[config.mk]
export PLATFORM = sky130hd
export DESIGN_NAME = if_fetch_unit_flat
export DESIGN_NICKNAME = d
export VERILOG_FILES = /design/src/rtl/if_fetch_unit_pkg.sv /design/src/rtl/if_fetch_unit_if.sv /design/src/rtl/if_fetch_unit_hold_buffer.sv /design/src/rtl/if_fetch_unit.sv /design/src/flat_wrapper.sv
export SDC_FILE = /design/constraint.sdc
export NUM_CORES = 1
export LEC_CHECK = 0
export CAP_MARGIN = 0
export CORE_UTILIZATION = 50
export CTS_CLUSTER_SIZE = 20
export DETAILED_ROUTE_END_ITERATION = 8
export PLACE_DENSITY = 0.84
export REMOVE_ABC_BUFFERS = 1
export SETUP_SLACK_MARGIN = 0.05
export SLEW_MARGIN = 20
export SYNTH_ARGS = -nofsm -noshare
export SYNTH_HDL_FRONTEND = slang
export SYNTH_SLANG_ARGS = --single-unit
[constraint.sdc]
create_clock -name CLK -period 2.35 [get_ports CLK]
set_input_delay 0.705 -clock CLK [delete_from_list [all_inputs] [get_ports CLK]]
set_output_delay 0.705 -clock CLK [all_outputs]
set_load 0.05 [all_outputs]
[src/rtl/if_fetch_unit_pkg.sv]
// Shared types and defaults for the instruction-fetch stage.
// IF_FETCH_ALIGN_CHECK_EN adds the FAULT state for misaligned redirects.
package if_pkg;

  localparam int unsigned INSTR_W = 32;

  localparam logic [INSTR_W-1:0] NOP_INSTR_DEF = 32'h0000_0000;
  localparam logic [31:0]        RESET_VEC_DEF = 32'h0000_0000;

`ifdef IF_FETCH_ALIGN_CHECK_EN
  typedef enum logic [1:0] {
    FETCH,
    HOLD,
    FAULT
  } if_state_e;
`else
  typedef enum logic [1:0] {
    FETCH,
    HOLD
  } if_state_e;
`endif

  // One fetched word as it travels to the IF/ID register: {PC+4, instruction}
  typedef struct packed {
    logic [31:0]        pc_next;
    logic [INSTR_W-1:0] instr;
  } fetch_word_t;

  function automatic logic [31:0] pc_incr(input logic [31:0] pc);
    return pc + 32'd4;
  endfunction

endpackage

[src/rtl/if_fetch_unit_if.sv]
// Instruction-memory request/ready bus between the fetch unit and imem.
interface if_fetch_unit_if;

  logic                       imem_req;
  logic [31:0]                imem_addr;
  logic                       imem_ready;
  logic [if_pkg::INSTR_W-1:0] imem_rdata;

  modport master (
    output imem_req,
    output imem_addr,
    input  imem_ready,
    input  imem_rdata
  );

  modport slave (
    input  imem_req,
    input  imem_addr,
    output imem_ready,
    output imem_rdata
  );

endinterface

[src/rtl/if_fetch_unit_hold_buffer.sv]
// One-entry skid register catching a fetch that completes while IF/ID is stalled.
module if_hold_buffer
  import if_pkg::*;
(
  input  logic        CLK,
  input  logic        RST,
  input  logic        load,
  input  logic        unload,
  input  logic        flush,
  input  fetch_word_t din,
  output fetch_word_t dout,
  output logic        valid
);

  // Flush wins over load so a redirect can discard a coincident return
  always_ff @(posedge CLK) begin
    if (RST) begin
      dout  <= '0;
      valid <= 1'b0;
    end else if (flush) begin
      valid <= 1'b0;
    end else if (load) begin
      dout  <= din;
      valid <= 1'b1;
    end else if (unload) begin
      valid <= 1'b0;
    end
  end

endmodule

[src/rtl/if_fetch_unit.sv]
// Fetch stage: PC register, fetch FSM and IF/ID output registers.
// IF_FETCH_ALIGN_CHECK_EN traps misaligned redirects in a sticky FAULT state.
module if_fetch_unit
  import if_pkg::*;
#(
  parameter logic [31:0]        RESET_VEC = RESET_VEC_DEF,
  parameter logic [INSTR_W-1:0] NOP_INSTR = NOP_INSTR_DEF
) (
  input  logic               CLK,
  input  logic               RST,
  input  logic               stall,
  input  logic               redirect,
  input  logic [31:0]        redirect_pc,
  if_fetch_unit_if.master    imem,
  output logic [31:0]        pc_address_out,
  output logic [INSTR_W-1:0] instruction_out,
  output logic               valid_out,
  output logic               fault
);

  if_state_e          state_q, state_d;
  logic [31:0]        pc_q, pc_d, pc_plus4, target_pc;
  logic [31:0]        out_pc_d;
  logic [INSTR_W-1:0] out_ins_d;
  logic               out_v_d;

  logic               buf_load, buf_unload, buf_flush, buf_valid;
  fetch_word_t        buf_din, buf_dout;

  assign pc_plus4       = pc_incr(pc_q);
  assign buf_din        = {pc_plus4, imem.imem_rdata};
  assign imem.imem_req  = !RST && (state_q == FETCH);
  assign imem.imem_addr = pc_q;

`ifdef IF_FETCH_ALIGN_CHECK_EN
  logic misaligned;
  assign misaligned = |redirect_pc[1:0];
  assign target_pc  = redirect_pc;
  assign fault      = (state_q == FAULT);
`else
  assign target_pc  = redirect_pc & 32'hFFFF_FFFC;
  assign fault      = 1'b0;
`endif

  if_hold_buffer u_hold_buffer (
    .CLK    (CLK),
    .RST    (RST),
    .load   (buf_load),
    .unload (buf_unload),
    .flush  (buf_flush),
    .din    (buf_din),
    .dout   (buf_dout),
    .valid  (buf_valid)
  );

  always_comb begin
    state_d    = state_q;
    pc_d       = pc_q;
    out_pc_d   = pc_address_out;
    out_ins_d  = instruction_out;
    out_v_d    = valid_out;
    buf_load   = 1'b0;
    buf_unload = 1'b0;
    buf_flush  = 1'b0;

    case (state_q)
      FETCH, HOLD: begin
        if (redirect) begin
          // Redirect beats stall and any returning data; pc_address_out is kept
          pc_d      = target_pc;
          buf_flush = 1'b1;
          out_ins_d = NOP_INSTR;
          out_v_d   = 1'b0;
          state_d   = FETCH;
`ifdef IF_FETCH_ALIGN_CHECK_EN
          if (misaligned) state_d = FAULT;
`endif
        end else if (state_q == HOLD) begin
          if (!stall) begin
            out_pc_d   = buf_dout.pc_next;
            out_ins_d  = buf_dout.instr;
            out_v_d    = buf_valid;
            buf_unload = 1'b1;
            state_d    = FETCH;
          end
        end else if (imem.imem_ready) begin
          pc_d = pc_plus4;
          if (stall) begin
            buf_load = 1'b1;
            state_d  = HOLD;
          end else begin
            out_pc_d  = pc_plus4;
            out_ins_d = imem.imem_rdata;
            out_v_d   = 1'b1;
          end
        end else if (!stall) begin
          out_ins_d = NOP_INSTR;
          out_v_d   = 1'b0;
        end
      end
      default: begin
        // FAULT: everything frozen until RST
        state_d = state_q;
      end
    endcase
  end

  always_ff @(posedge CLK) begin
    if (RST) begin
      state_q         <= FETCH;
      pc_q            <= RESET_VEC;
      pc_address_out  <= '0;
      instruction_out <= NOP_INSTR;
      valid_out       <= 1'b0;
    end else begin
      state_q         <= state_d;
      pc_q            <= pc_d;
      pc_address_out  <= out_pc_d;
      instruction_out <= out_ins_d;
      valid_out       <= out_v_d;
    end
  end

endmodule

[src/flat_wrapper.sv]
// flat-port wrapper written by rule: the top's interface ports become plain ports
module if_fetch_unit_flat import if_pkg::*;
#(
  parameter logic [31:0]        RESET_VEC = RESET_VEC_DEF,
  parameter logic [INSTR_W-1:0] NOP_INSTR = NOP_INSTR_DEF
)
  (CLK, RST, stall, redirect, redirect_pc, pc_address_out, instruction_out, valid_out, fault, imem_imem_req, imem_imem_addr, imem_imem_ready, imem_imem_rdata);
  if_fetch_unit_if imem_i ();
  input  logic CLK;
  input  logic RST;
  input  logic stall;
  input  logic redirect;
  input  logic [31:0] redirect_pc;
  output logic [31:0] pc_address_out;
  output logic [INSTR_W-1:0] instruction_out;
  output logic valid_out;
  output logic fault;
  output wire logic [$bits(imem_i.imem_req)-1:0] imem_imem_req;
  output wire logic [$bits(imem_i.imem_addr)-1:0] imem_imem_addr;
  input wire logic [$bits(imem_i.imem_ready)-1:0] imem_imem_ready;
  input wire logic [$bits(imem_i.imem_rdata)-1:0] imem_imem_rdata;
  assign imem_imem_req = imem_i.imem_req;
  assign imem_imem_addr = imem_i.imem_addr;
  assign imem_i.imem_ready = imem_imem_ready;
  assign imem_i.imem_rdata = imem_imem_rdata;
  if_fetch_unit #(.RESET_VEC(RESET_VEC), .NOP_INSTR(NOP_INSTR)) u_core (.CLK(CLK), .RST(RST), .stall(stall), .redirect(redirect), .redirect_pc(redirect_pc), .imem(imem_i), .pc_address_out(pc_address_out), .instruction_out(instruction_out), .valid_out(valid_out), .fault(fault));
endmodule
; ---- Yosys cells after proc, flatten, opt, wreduce, memory -nomap -nowiden
; Index checks and enable logic that the tools add are counted.
[classes]
addsub = 1
n_eq_ne = 6
n_mux = 37
n_bitwise = 2
reduce_logical = 15
[ops]
columns = op, count
row1 = 32-bit two-way mux, 13
row2 = 32-bit by 3-bit adder with 32-bit output (second input constant), 1
row3 = 1-bit two-way mux, 19
row4 = 2-bit two-way mux, 5
row5 = 2-bit inequality test (second input constant), 3
row6 = 2-bit nonzero test, 3
row7 = 3-bit nonzero test, 2
row8 = 5-bit AND reduction, 1
row9 = 2-bit AND reduction, 2
row10 = 4-bit AND reduction, 1
row11 = 2-bit OR reduction, 2
row12 = 3-bit inequality test (second input constant), 1
row13 = 3-bit AND reduction, 1
row14 = 2-bit by 1-bit == test with 1-bit output (second input constant), 1
row15 = 2-bit logical NOT, 1
row16 = 2-bit by 1-bit inequality test with 1-bit output (second input constant), 1
row17 = 1-bit inverter, 2
row18 = 1-bit logical AND, 1
row19 = 1-bit logical NOT, 1
[totals]
reg_bits = 164
input_bits = 69
output_inout_bits = 99
wordCells = 69

; ---- Depth between registers and ports, before layout
[depth]
depth_word = 6
mapped_depth = 9
mapped_depth_nobuf = 6

; ---- By module
; A second synthesis with hierarchy kept.
[hier_totals]
cells_unflattened = 929
area_unflattened_um2 = 8065.2
[by_module_without_submodules]
columns = module, instances, cells_per_inst, area_per_inst_um2, seq_area_each_um2
row1 = if_fetch_unit, 1, 633, 5032.3, 1921.8
row2 = if_hold_buffer, 1, 296, 3032.9, 1301.2

; ---- Worst setup path after synthesis
; Ideal clock, no wire load.
[synth_timing]
path_kind = flip-flop to flip-flop
start = register u_core.pc_q[2], in the netlist u_core.imem.imem_addr[2]
end = register u_core.pc_q[16], in the netlist u_core.imem.imem_addr[16]
setup_ns = 0.091
arrival_ns = 2.302
t_required_ns = 2.259
path_slack_ns = -0.043
stages_incl_launch_ff = 7
n_path_buf = 1
synth_period_minus_slack_ns = 2.393
cell_sequence = dfxtp_1 > ha_1 > nand3_4 > or3_1 > buf_2 > or3_1 > a311oi_1
[synth_via]
elab_chain_cells = 4
[synth_lines]
columns = element, line
row1 = from (decl), if_fetch_unit.sv:22  ; logic [31:0] pc_q, pc_d, pc_plus4, target_pc;
row2 = from (signal assigned), if_fetch_unit.sv:117  ; pc_q <= pc_d;
row3 = 32-bit by 3-bit adder with 32-bit output, if_fetch_unit_pkg.sv:30  ; return pc + 32'd4;
row4 = 32-bit two-way mux, if_fetch_unit.sv:86  ; end else if (imem.imem_ready) begin
row5 = 32-bit two-way mux, if_fetch_unit.sv:78  ; end else if (state_q == HOLD) begin
row6 = 32-bit two-way mux, if_fetch_unit.sv:68  ; if (redirect) begin
; Every way passes these cells. The select of a mux whose other input is x is not followed.
; A chain may end at the register's enable or synchronous reset.

; ---- Final worst setup path
[layout_timing]
start = register u_core.instruction_out[27]
end = output port instruction_out[27]
[layout_lines]
columns = element, line
row1 = from (decl), if_fetch_unit.sv:16  ; output logic [INSTR_W-1:0] instruction_out,
row2 = from (signal assigned), if_fetch_unit.sv:119  ; instruction_out <= out_ins_d;
row3 = to (decl), flat_wrapper.sv:15  ; output logic [INSTR_W-1:0] instruction_out;
; No word-level cell between the ends.

==> results.cfg <==
[place]
place_congestion = 0.8243
place_hpwl_um = 12540
postPlaceCellArea_mm2 = 0.008991
port_buffers = 160

[route]
drtPass1Iterations = 5
vias = 6780
wl_um = 19000
post-route-drc-count = 0
ant_nets = 0
drt_iter0_markers = 685
wl_per_cell_um = 15.82
viasPerCell = 5.645

[power]
internal_power_mw = 4.798
power.leakage_nw = 3.839
p_switching_mw = 1.751
ir_drop_v = 0.0004924
power_density_mw_per_mm2 = 682.2
p_seq_share_pct = 44.0
swShare_pct = 26.74
combPwrFrac_pct = 14.8
pwr-share-clk_pct = 41.2
p_total_mw = 6.549

[critical_path]
worst_setup_path_start_kind = flop
crit_type = flop to primary output
cpPeakStageDelay_ns = 0.81
path_max_fanout = 2
cp-end-kind = primary output
cpLargestDelayFamily = buffers and inverters
worst_path_max_delay_cell = clkdlybuf4s50_1
crit_chain = clkdlybuf4s50_1
cp_num_buf_inv = 1
crit_required_ns = 1.64
arrival_ns = 1.57

[logic_synthesis]
synth.distinct_cells = 57
dominantRegCellSynth = dfxtp_1
syn_inst = 858
yosysMostFrequentCell = dfxtp_1
yosysWarnings = 0
async_flop_share_pct = 0
synth_area_leader_cell = dfxtp_1
yosysSeqAreaShare_pct = 44.32
post_synth.cell_area_avg_um2 = 8.266
synth_top_area_share_pct = 44.32
synth.area.top_cells = dfxtp_1, nand2_1, a21oi_1
synth_seq_cells = 157
synth_area_mm2 = 0.007092
synth_common_cells = dfxtp_1, nand2_1, a21oi_1
synth_enable_flop_cells = 0

[clock_network]
clock_latency_ns = 0.42
root_buffer = clkbuf_16
cts_tree = built
htree_levels = 4
numCtsBuffers = 17
cts_sinks = 157
postCtsSetupBuffers = 0
clockBufferDepth = 2
clk_pin_slew_ns = 0.06

[die]
dieHeight_um = 121.1
die_w_um = 121.1
core_area_mm2 = 0.01388
initial_core_util_pct = 51.09
num_rows = 43
dieArea_mm2 = 0.01466
io_pins = 168

[job]
cap_violations = 0

[min_path]
hp-class = flop to flop

[outcome]
status = finished clean

[global_routing]
grt_first_pass_wirelength_um = 30660
gr-usage-all-layers_pct = 26.42
first_global_vias = 6120
grt_max_degree = 78
grt_overflow_total = 0
antenna_found_initial = 0

[sta]
report.final.slew_viol_count = 0
skew_ns = 0.005221
final_hold_viol_count = 0
maxSlewHeadroom_pct = 48.35
fmax_mhz = 440.5
rsz0062_at_grt = no
setup_violations = 0
worstMarginPinSlew_ns = 0.7747
min_period_ns = 2.270
finalCritPeriodShare_pct = 96.61

[cells_and_area]
ff_latch_area_mm2 = 0.003143
fill_cells = 1093
multi_input_area_mm2 = 0.003621
syn2layout_area_growth_pct = 35.36
layout-drive-gt1-share_pct = 13.12
stdcell_area_mm2 = 0.009599
antenna_cells = 0
fin_nets = 1080
## flip-flops by register name (all words and copies together) (netlist names)
register,count
u_core.u_hold_buffer.dout,62
u_core.instruction_out,32
u_core.imem.imem_addr,30
u_core.pc_address_out,30
u_core.state_q,1
u_core.u_hold_buffer.valid,1
u_core.valid_out,1
## cell families (layout without fill, tap and decap cells)
| group | after synthesis | count (layout) | synth area share, % |
|---|---|---|---|
| multiplexers | 6 | 6 | 0.8469 |
| flip-flops | 157 | 157 | 44.32 |
| AND/OR/NAND/NOR | 334 | 334 | 23.34 |
| AO/OA/AOI/OAI | 224 | 224 | 20.06 |
| buffers and inverters | 86 | 245 | 5.152 |
| XOR/XNOR | 49 | 49 | 6.051 |
| other | 1 | 5 | 0.05288 |
| adder cells (fa/ha/maj) | 1 | 1 | 0.1764 |
## power by group through the flow
stage | logic (mW) | clock network (mW) | registers (mW)
3_3_place_gp | 0.959 | 0 | 2.93
2_1_floorplan | 0.290 | 0 | 3.16
5_1_grt | 1.04 | 2.85 | 2.90
4_1_cts | 0.969 | 2.73 | 2.88
3_5_place_dp | 0.967 | 0 | 2.94
6_report | 0.970 | 2.70 | 2.88
## area by class of cell
class / count / area share, %
sequential: 157 / 32.74
multi-input combinational: 619 / 37.72
inverter: 6 / 0.2346
clock inverter: 7 / 0.9124
tap: 180 / 2.346
clock buffer: 23 / 5.083
timing repair buffer: 209 / 20.96
## final timing paths
check,startpoint,to,slack [ns],cells past startpoint
setup reg to reg,u_core.imem.imem_addr[4],u_core.imem.imem_addr[31],0.14,5
hold reg to reg,u_core.valid_out,u_core.valid_out,0.45,2
hold / removal,u_core.valid_out,u_core.valid_out,0.45,2
setup / recovery,u_core.instruction_out[27],instruction_out[27],0.08,1
## placed cells by master (no fill, tap or decap), types with 25 or more instances in the layout
cell type          n
a21oi_1           91
nand2_1          144
dfxtp_1          157
a211oi_1          45
a22oi_1           32
buf_4             73
xnor2_1           25
clkdlybuf4s50_1   86
nor2_1            81
## through the flow
stage               TNS (ns)  util (%)  cells  hold slack, ns  worst slack, ns
global placement      -5.792     64.77   1171          0.4365          -0.1229
CTS                        0     68.74   1201          0.4502          0.05085
finish                     0     69.15   1201          0.4505          0.07963
detailed placement    -8.820     64.77   1171          0.4427          -0.2110
floorplan            -132.03         -    782          0.4260           -1.673
global route               0     69.15   1201          0.4636          0.05053
## routing by layer
layer / vias up / track usage [%] / wire, µm
met3: 38 / 5.216 / 1295
li1: 3333 / - / -
met5: - / 0 / 0
met2: 289 / 40.89 / 8770
met1: 3120 / 35.66 / 8498
met4: 0 / 11.50 / 431
## timing repair
item / CTS / global route
gates resized for setup: 20 / 23
gates cloned: 0 / 0
hold buffers: 0 / 0
endpoints found under the setup margin: 20 / 23
## worst min-delay path: cells and delay by family, from the launching register on
family	cells	cell delay [ns]
AO/OA/AOI/OAI	1	0.05
flip-flops	1	0.30
AND/OR/NAND/NOR	1	0.05
(Power assumes the default switching activity.)
